--- config.mk ---
export PLATFORM = sky130hd
export DESIGN_NAME = eth_pkt_fifo_flat
export DESIGN_NICKNAME = d
export VERILOG_FILES = /design/src/rtl/eth_pkt_fifo_if.sv /design/src/rtl/eth_pkt_fifo.sv /design/src/flat_wrapper.sv
export SDC_FILE = /design/constraint.sdc
export NUM_CORES = 1
export LEC_CHECK = 0
export BUFFER_PORTS_ARGS = -buffer_cell sky130_fd_sc_hd__clkbuf_2
export CORE_AREA = 2 2 276 278
export DETAILED_ROUTE_END_ITERATION = 8
export DIE_AREA = 0 0 278 280
export GPL_TIMING_DRIVEN = 0
export PLACE_DENSITY = 0.82
export RECOVER_POWER = 25
export SKIP_CTS_REPAIR_TIMING = 1
export SLEW_MARGIN = 10
export SYNTH_ARGS = -nofsm -noshare
export SYNTH_HDL_FRONTEND = slang
export SYNTH_SLANG_ARGS = --single-unit
--- constraint.sdc ---
create_clock -name clk -period 4.8 [get_ports clk]
set_clock_uncertainty 0.05 [all_clocks]
set_input_delay 0 -clock clk [delete_from_list [all_inputs] [get_ports clk]]
set_output_delay 0 -clock clk [all_outputs]
set_load 0.05 [all_outputs]
--- src/rtl/eth_pkt_fifo_if.sv ---
// Ingress/egress beat handshake bundle for eth_pkt_fifo.
// The slave modport is the FIFO side. The master modport is the producer/consumer side.
interface eth_pkt_fifo_if #(
  parameter int DATA_W = 64
);
  logic [DATA_W-1:0] in_data;
  logic              in_sop;
  logic              in_eop;
  logic              in_vld;
  logic              in_rdy;
  logic [DATA_W-1:0] out_data;
  logic              out_sop;
  logic              out_eop;
  logic              out_vld;
  logic              out_rdy;

  modport slave (
    input  in_data, in_sop, in_eop, in_vld, out_rdy,
    output in_rdy, out_data, out_sop, out_eop, out_vld
  );

  modport master (
    output in_data, in_sop, in_eop, in_vld, out_rdy,
    input  in_rdy, out_data, out_sop, out_eop, out_vld
  );
endinterface

--- src/rtl/eth_pkt_fifo.sv ---
// Store-and-forward Ethernet frame buffer: frames become visible only once committed; bad frames are dropped whole.
// Optional drop counter output enabled by defining ETH_PKT_FIFO_DROP_CNT_EN.
module eth_pkt_fifo #(
  parameter int DATA_W = 64,
  parameter int DEPTH  = 16,
  parameter int CNT_W  = $clog2(DEPTH) + 1
) (
  input  logic             clk,
  input  logic             resetN,
  eth_pkt_fifo_if.slave    bus,
  output logic [CNT_W-1:0] frame_cnt,
  output logic [CNT_W-1:0] fill_lvl,
  output logic             drop_pulse
`ifdef ETH_PKT_FIFO_DROP_CNT_EN
  ,
  output logic [15:0]      drop_cnt
`endif
);

  localparam int AW = $clog2(DEPTH);
  localparam logic [CNT_W-1:0] FULL_LVL = CNT_W'(DEPTH);

  typedef enum logic [1:0] {S_IDLE, S_WRITE, S_DISCARD} state_t;

  state_t            state;
  logic [CNT_W-1:0]  wr_com;
  logic [CNT_W-1:0]  wr_spec;
  logic [CNT_W-1:0]  rd_ptr;
  logic              in_rdy_q;
  logic [DATA_W+1:0] mem [DEPTH];

  logic              accept;
  logic              start;
  logic              writing;
  logic              overflow;
  logic              do_write;
  logic              do_commit;
  logic              do_drop;
  logic [CNT_W-1:0]  wr_base;
  logic [DATA_W+1:0] rd_word;
  logic              rd_fire;
  logic              rd_last;

  // NOTE: every signal assigned in always_comb gets a default first so no latch is inferred.
  always_comb begin
    accept   = bus.in_vld && in_rdy_q;
    start    = accept && bus.in_sop;
    // A new frame always starts at the committed pointer, discarding any partial frame.
    wr_base  = start ? wr_com : wr_spec;
    overflow = ((wr_base - rd_ptr) == FULL_LVL);
    writing  = accept && (start || (state == S_WRITE));
    do_write = writing && !overflow;
    do_commit = do_write && bus.in_eop;
    do_drop  = (writing && overflow) || (start && (state == S_WRITE));
  end

  always_comb begin
    rd_word      = mem[rd_ptr[AW-1:0]];
    bus.out_vld  = (frame_cnt != '0);
    bus.out_data = '0;
    bus.out_sop  = 1'b0;
    bus.out_eop  = 1'b0;
    if (bus.out_vld) begin
      bus.out_data = rd_word[DATA_W-1:0];
      bus.out_sop  = rd_word[DATA_W];
      bus.out_eop  = rd_word[DATA_W+1];
    end
    rd_fire = bus.out_vld && bus.out_rdy;
    rd_last = rd_fire && rd_word[DATA_W+1];
  end

  assign bus.in_rdy = in_rdy_q;
  assign fill_lvl   = wr_com - rd_ptr;

  // NOTE: sequential state uses non-blocking assignments only, so every flop samples pre-edge values.
  always_ff @(posedge clk or negedge resetN) begin
    if (!resetN) begin
      state      <= S_IDLE;
      wr_com     <= '0;
      wr_spec    <= '0;
      rd_ptr     <= '0;
      frame_cnt  <= '0;
      in_rdy_q   <= 1'b0;
      drop_pulse <= 1'b0;
    end else begin
      in_rdy_q   <= 1'b1;
      drop_pulse <= do_drop;

      if (do_write) begin
        wr_spec <= wr_base + 1'b1;
        if (do_commit) begin
          wr_com <= wr_base + 1'b1;
          state  <= S_IDLE;
        end else begin
          state  <= S_WRITE;
        end
      end else if (writing) begin
        // Overflowing beat: throw away the whole frame written so far.
        wr_spec <= wr_com;
        state   <= bus.in_eop ? S_IDLE : S_DISCARD;
      end else if (accept && bus.in_eop && (state == S_DISCARD)) begin
        state <= S_IDLE;
      end

      if (rd_fire) begin
        rd_ptr <= rd_ptr + 1'b1;
      end
      frame_cnt <= frame_cnt + CNT_W'(do_commit) - CNT_W'(rd_last);
    end
  end

  // NOTE: the storage array has no reset; pointers and frame_cnt alone define what is valid.
  always_ff @(posedge clk) begin
    if (do_write) begin
      mem[wr_base[AW-1:0]] <= {bus.in_eop, bus.in_sop, bus.in_data};
    end
  end

`ifdef ETH_PKT_FIFO_DROP_CNT_EN
  always_ff @(posedge clk or negedge resetN) begin
    if (!resetN) begin
      drop_cnt <= '0;
    end else if (drop_pulse && (drop_cnt != 16'hFFFF)) begin
      drop_cnt <= drop_cnt + 16'd1;
    end
  end
`endif

endmodule
--- src/flat_wrapper.sv ---
// flat-port wrapper written by rule: the top's interface ports become plain ports
module eth_pkt_fifo_flat 
#(
  parameter int DATA_W = 64,
  parameter int DEPTH  = 16,
  parameter int CNT_W  = $clog2(DEPTH) + 1
)
  (clk, resetN, frame_cnt, fill_lvl, drop_pulse, bus_in_data, bus_in_sop, bus_in_eop, bus_in_vld, bus_out_rdy, bus_in_rdy, bus_out_data, bus_out_sop, bus_out_eop, bus_out_vld);
  eth_pkt_fifo_if #(.DATA_W(DATA_W)) bus_i ();
  input  logic clk;
  input  logic resetN;
  output logic [CNT_W-1:0] frame_cnt;
  output logic [CNT_W-1:0] fill_lvl;
  output logic drop_pulse;
  input wire logic [$bits(bus_i.in_data)-1:0] bus_in_data;
  input wire logic [$bits(bus_i.in_sop)-1:0] bus_in_sop;
  input wire logic [$bits(bus_i.in_eop)-1:0] bus_in_eop;
  input wire logic [$bits(bus_i.in_vld)-1:0] bus_in_vld;
  input wire logic [$bits(bus_i.out_rdy)-1:0] bus_out_rdy;
  output wire logic [$bits(bus_i.in_rdy)-1:0] bus_in_rdy;
  output wire logic [$bits(bus_i.out_data)-1:0] bus_out_data;
  output wire logic [$bits(bus_i.out_sop)-1:0] bus_out_sop;
  output wire logic [$bits(bus_i.out_eop)-1:0] bus_out_eop;
  output wire logic [$bits(bus_i.out_vld)-1:0] bus_out_vld;
  assign bus_i.in_data = bus_in_data;
  assign bus_i.in_sop = bus_in_sop;
  assign bus_i.in_eop = bus_in_eop;
  assign bus_i.in_vld = bus_in_vld;
  assign bus_i.out_rdy = bus_out_rdy;
  assign bus_in_rdy = bus_i.in_rdy;
  assign bus_out_data = bus_i.out_data;
  assign bus_out_sop = bus_i.out_sop;
  assign bus_out_eop = bus_i.out_eop;
  assign bus_out_vld = bus_i.out_vld;
  eth_pkt_fifo #(.DATA_W(DATA_W), .DEPTH(DEPTH), .CNT_W(CNT_W)) u_core (.clk(clk), .resetN(resetN), .bus(bus_i), .frame_cnt(frame_cnt), .fill_lvl(fill_lvl), .drop_pulse(drop_pulse));
endmodule
==> run_results.csv, run 1 <==
group,metric,value,unit
logic_synthesis,synth_simple_gate_area_share,0.0173,
setup_path,rr_endpoint,"u_core.mem[4][29]",
cts,clkSinkCount,1080,
power,p_per_area,619,nW/um^2
cts,clkTransAtPathRegs,60,ps
logic_synthesis,synth_most_common_cell,"edfxtp_1",
cts,cts_tree,"done",
sta,slew-limit-headroom,0.245,
drt,drc_errors,0,
logic_synthesis,ys_types,36,
placement,place_area,44300,sq um
drt,drt_iter0_drc,3626,
placement,io_buffers,148,
finish,drive_gt1_frac,0.306,
cts,cts_made_buffers,101,
sta,setup_ws,0.885,ps
min_path,hp-class,"in2reg",
grt,grt_usage,0.285,
sta,period_share,1.00,
setup_path,worst_setup_path_end_kind,"flip-flop",
logic_synthesis,syn_avg_cell_area,24.1,sq um
grt,grt_max_degree,40,
sta,post-route-min-period,4800,ps
logic_synthesis,ys_ff_latch,1080,
logic_synthesis,syn_inst,1730,
grt,grt_overflow_total,0,
setup_path,path_max_fanout,23,
setup_path,cp.arrival,5100,ps
cts,root_buffer,"clkbuf_16",
grt,grt_pass1_wl,156000,microns
placement,place_congestion,0.812,
logic_synthesis,synth_xor_area_frac,0.00420,
logic_synthesis,synth_top_family_by_area,"multiplexers",
die,die_area,77800,sq um
setup_path,rr_startpoint,"u_core.rd_ptr[1]",
die,core,75200,sq um
cts,clockBufferDepth,3,
drt,viasPerCell,6.84,
status,status,"finished clean",
power,ir_drop,0.000410,V
sta,tightest_slew,1130,ps
die,io_pins,149,
logic_synthesis,synth_fa_ha_area_frac,0.00666,
logic_synthesis,synthFlopType,"edfxtp_1",
finish,fill_cells,4470,
drt,wl,112000,microns
logic_synthesis,synth-compound-area-share,0.00426,
finish,syn2layout_area_growth,15.4,%
placement,dp.final_hpwl,55900,microns
finish,multiInputGateArea,9040,sq um
logic_synthesis,synth_edf_count,1056,
finish,fin_nets,2169,
logic_synthesis,synthMuxAreaShare,0.181,
die,die_w,278,microns
logic_synthesis,yosys.area.top_type_share,0.760,
cts,clock_latency,660,ps
finish,layout.cells.non_filler,3148,
sta,setup_viol,0,
placement,placed_cells,2877,
sta,maxSlewViolCount,0,
setup_path,critPathRequiredTime,5100,ps
sta,fmax,208,MHz
setup_path,timing_worst_setup_path_type,"reg2reg",
sta,hold_viol_final,0,
drt,first_pass_iters,5,
finish,seqCellArea,32300,sq um
placement,dp_slack,-512,ps
die,fp-row-count,101,
die,die_h,280,microns
logic_synthesis,yosysSeqAreaShare,0.774,
min_path,hp-start,"bus_in_data[38]",
logic_synthesis,synth_fp_nets,1821,
setup_path,r2r_setup_slack,0.9,ps
finish,finalInstanceArea,48100,sq um
grt,antenna_found_initial,9,
logic_synthesis,yosys-top-cells-area,"edfxtp_1 (76%), mux4_2 (18%), dfrtp_1 (1.4%)",
logic_synthesis,synth_area_leader_cell,"edfxtp_1",
logic_synthesis,synth.cell_area,41700,sq um
grt,grt_pass1_vias,21600,
finish,final_util,0.640,
logic_synthesis,synthTopCellsByCount,"edfxtp_1 (1056), mux4_2 (330), and2_1 (69), clkbuf_1 (49), buf_2 (28)",
drt,wl_per_cell,35.7,microns
min_path,hold_path_end,"u_core.mem[0][38]",
drt,routed-via-count,21500,
drt,detail-route-antenna-nets,0,
flow_run,max-cap-violations,0,
die,start_util,0.555,
cts,htreeDepth,3,
sta,fin_setup_tns,0,ps
power,leakage,15.4,nW
min_path,hold_path_depth,2,
logic_synthesis,async_flop_share,0.0222,
setup_path,crit_path_start_kind,"flip-flop",
setup_path,rr_worst_depth,12,
logic_synthesis,yosys_warnings,0,
-- through the flow --
stage / hold WS (ps) / total power [mW]
6_report: 277 / 29.8
5_1_grt: 313 / 30.5
4_1_cts: -681 / 29.7
3_5_place_dp: 13.2 / 21.8
3_3_place_gp: -17.0 / 21.5
2_1_floorplan: -346 / 18.9
-- critical path, cell delays in order, from the launching register on --
cell and delay [ps]:
dfrtp_1 470, clkbuf_1 340, clkbuf_4 500, inv_1 220, ha_1 380, a21oi_1 70, o21ai_0 250, xnor2_1 160
a21oi_2 410, buf_2 520, and3_4 530, buf_12 280, buf_12 240
-- area by class of cell --
cell class                      instances  area share
Antenna cell                            6    0.000312
Clock inverter                         62     0.00998
Timing Repair Buffer                  241      0.0398
Sequential cell                      1080       0.671
Clock buffer                          127      0.0550
Inverter                               22     0.00172
Multi-Input combinational cell        546       0.188
Buffer                                 86     0.00866
Tap cell                              978      0.0254
-- metal layers --
metal | track usage | vias to the layer above | part of all wire
met4 | 0.128 | 6 | 0.047
met3 | 0.0575 | 340 | 0.11
li1 | - | 8090 | -
met5 | 0 | - | 0.00035
met2 | 0.473 | 2001 | 0.50
met1 | 0.370 | 11100 | 0.34
-- flip-flops by register name (all words and copies together) (netlist names) --
| register | count |
|---|---|
| u_core.bus.in_rdy | 1 |
| u_core.wr_spec | 5 |
| u_core.frame_cnt | 5 |
| u_core.mem | 1056 |
| u_core.drop_pulse | 1 |
| u_core.state | 2 |
| u_core.rd_ptr | 5 |
| u_core.wr_com | 5 |
-- cell usage in the layout (no fill, tap or decap), types with 24 or more instances in the layout --
cell type      instances
clkbuf_16            102
clkbuf_2             112
dfrtp_1               24
clkbuf_1             108
buf_2                 27
clkinv_1              33
dlygate4sd3_1         71
edfxtp_1            1056
and2_1                69
mux4_2               330
-- cell families (layout without fill, tap and decap cells) --
| kind of cell | Yosys count | in the layout |
|---|---|---|
| adder cells (fa/ha/maj) | 21 | 21 |
| AO/OA/AOI/OAI | 31 | 31 |
| XOR/XNOR | 20 | 20 |
| multiplexers | 341 | 341 |
| buffers and inverters | 110 | 538 |
| flip-flops | 1080 | 1080 |
| other | 1 | 7 |
| AND/OR/NAND/NOR | 126 | 132 |
-- power by group --
| group | switching [mW] | internal, mW | leakage [nW] |
|---|---|---|---|
| clock network | 3.50 | 4.20 | 1.52 |
| registers | 0.205 | 10.7 | 9.80 |
| logic | 7.00 | 4.14 | 4.11 |
| total | 10.7 | 19.1 | 15.4 |
-- worst max-delay path by stage --
stage | start | end | depth (start not counted)
floorplan | u_core.bus.in_rdy | u_core.mem[11][0] | 10
global placement | u_core.rd_ptr[1] | u_core.mem[12][38] | 11
detailed placement | u_core.rd_ptr[1] | u_core.mem[12][38] | 12
CTS | u_core.rd_ptr[1] | u_core.mem[12][28] | 12
global route | u_core.rd_ptr[3] | u_core.mem[4][27] | 12
finish | u_core.rd_ptr[1] | u_core.mem[4][29] | 12
Note: power is estimated with default switching activity, not from simulation.
==> run 2, diff against run 1 <==
--- a/config.mk
+++ b/config.mk
@@ -12,6 +12,7 @@
 export GPL_TIMING_DRIVEN = 0
 export PLACE_DENSITY = 0.82
 export RECOVER_POWER = 25
+export SETUP_SLACK_MARGIN = 0.05
 export SKIP_CTS_REPAIR_TIMING = 1
 export SLEW_MARGIN = 10
 export SYNTH_ARGS = -nofsm -noshare
==> run 2 against run 1 <==
Sequential power about the same. Final cell count unchanged. Critical endpoint unchanged. Worst setup slack improved by 29 ps. Core utilization about the same. Non-clock buffer count unchanged. First-iteration DRC count increased by 2.0%.
==> run_results.csv, run 2 (synthesis gave the netlist of run 1 again) <==
group,metric,value,unit
setup_path,critPathTopFamily,"buffers and inverters",
sta,period_share,0.994,
drt,wl_met1,37700,microns
placement,io_buffers,148,
setup_path,cp.arrival,5070,ps
grt,grt_overflow_total,0,
sta,hold_viol_final,0,
sta,slew-limit-headroom,0.245,
cts,clock_latency,650,ps
setup_path,path_max_fanout,23,
setup_path,cp.buffers_inverters,6,
sta,maxSlewViolCount,0,
power,leakage,15.4,nW
die,die_w,278,microns
setup_path,timing_worst_setup_path_type,"reg2reg",
drt,wl,112000,microns
min_path,hp-start,"bus_in_data[38]",
die,die_h,280,microns
die,start_util,0.555,
drt,drt_iter0_drc,3700,
sta,rsz0062_at_grt,"false",
setup_path,path_cells,"clkinv_1, clkbuf_4, clkbuf_4, ha_1, a21oi_1, o21ai_0, xnor2_1, a21oi_2, buf_2, and3_4, buf_12, buf_12",
setup_path,crit_path_start_kind,"flip-flop",
power,ir_drop,0.000410,V
drt,first_pass_iters,5,
flow_run,max-cap-violations,0,
drt,wl_per_cell,35.7,microns
setup_path,cp_slowest_cell,"buf_2",
cts,cts_made_buffers,101,
grt,grt_max_degree,40,
cts,clkTransAtPathRegs,70,ps
die,core,75200,sq um
drt,dr_wl_met3,12800,microns
min_path,hp-class,"in2reg",
drt,drc_errors,0,
grt,antenna_found_initial,9,
drt,routed-via-count,21500,
finish,drive_gt1_frac,0.306,
placement,place_congestion,0.812,
sta,setup_viol,0,
cts,htreeDepth,3,
cts,clockBufferDepth,3,
sta,fmax,210,MHz
drt,top_layer,"met5",
setup_path,worst_setup_path_end_kind,"flip-flop",
drt,viasPerCell,6.84,
status,status,"finished clean",
setup_path,slowest_delay,520,ps
power,p_total,29.8,mW
cts,root_buffer,"clkbuf_16",
grt,grt_usage,0.285,
cts,clkSinkCount,1080,
sta,tightest_slew,1130,ps
setup_path,critPathRequiredTime,5090,ps
finish,syn2layout_area_growth,15.4,%
die,fp-row-count,101,
die,die_area,77800,sq um
sta,fin_setup_tns,0,ps
drt,wl_met2,56100,microns
finish,largest_reg_flops,1056,
drt,detail-route-antenna-nets,0,
cts,cts_tree,"done",
finish,final_common_cell,"edfxtp_1",
sta,post-route-min-period,4770,ps
die,io_pins,149,
finish,final_cell_mix,"edfxtp_1 (1056), mux4_2 (330), clkbuf_2 (112), clkbuf_1 (108), clkbuf_16 (102)",
grt,grt_pass1_wl,156000,microns
power,p_per_area,619,nW/um^2
setup_path,critPathLaunch,"u_core.rd_ptr[3]",
grt,grt_pass1_vias,21600,
placement,dp.final_hpwl,55900,microns
setup_path,rr_startpoint,"u_core.rd_ptr[3]",
finish,fin_nets,2169,
-- run 2: changes by cell type in the layout (fill, tap and decap cells not counted), sizes merged --
cell,previous run,this run
buf,59,58
clkbuf,324,325
-- run 2: path summary, 6_finish.rpt --
check                                      end  slack, ps  depth (start not counted)
setup / recovery             u_core.mem[4][29]         30                         12
hold / removal               u_core.mem[0][38]        270                          2
setup reg to reg             u_core.mem[4][29]         30                         12
hold reg to reg                u_core.state[0]        460                          2
max in group asynchronous    u_core.wr_spec[2]       4230                          4
min in group asynchronous  u_core.frame_cnt[4]        310                          4
-- run 2: routing by layer --
| metal | global-route usage | vias to the layer above |
|---|---|---|
| met5 | 0 | - |
| met4 | 0.128 | 6 |
| met3 | 0.0575 | 373 |
| met2 | 0.473 | 2033 |
| met1 | 0.370 | 11000 |
| li1 | - | 8085 |
-- run 2: through the flow --
| step | setup WS [ps] | util | hold WS (ps) | instance area [sq um] | instances |
|---|---|---|---|---|---|
| after detailed placement | -512 | 0.589 | 13.2 | 44300 | 2877 |
| after global routing | 6.15 | 0.640 | 313 | 48100 | 3147 |
| after global placement | -2660 | 0.581 | -17.0 | 43700 | 2856 |
| after CTS | -607 | 0.630 | -681 | 47400 | 3066 |
| after floorplan | 114 | - | -346 | 41700 | 1730 |
| final | 29.5 | 0.640 | 271 | 48100 | 3148 |
-- run 2: power by group --
part           switching, mW  internal (mW)  total [mW]
Clock                   3.49           4.20        7.69
Sequential             0.204           10.7        10.9
Combinational           6.99           4.14        11.1
Total                   10.7           19.1        29.8
-- run 2: cell type report --
type,count,area (sq um)
sequential,1080,32300
inverter,22,82.6
multi-input combinational,546,9040
antenna,6,15.0
fill,4468,27100
clock buffer,127,2650
buffer,86,419
clock inverter,62,480
tap,978,1220
timing repair buffer,241,1920
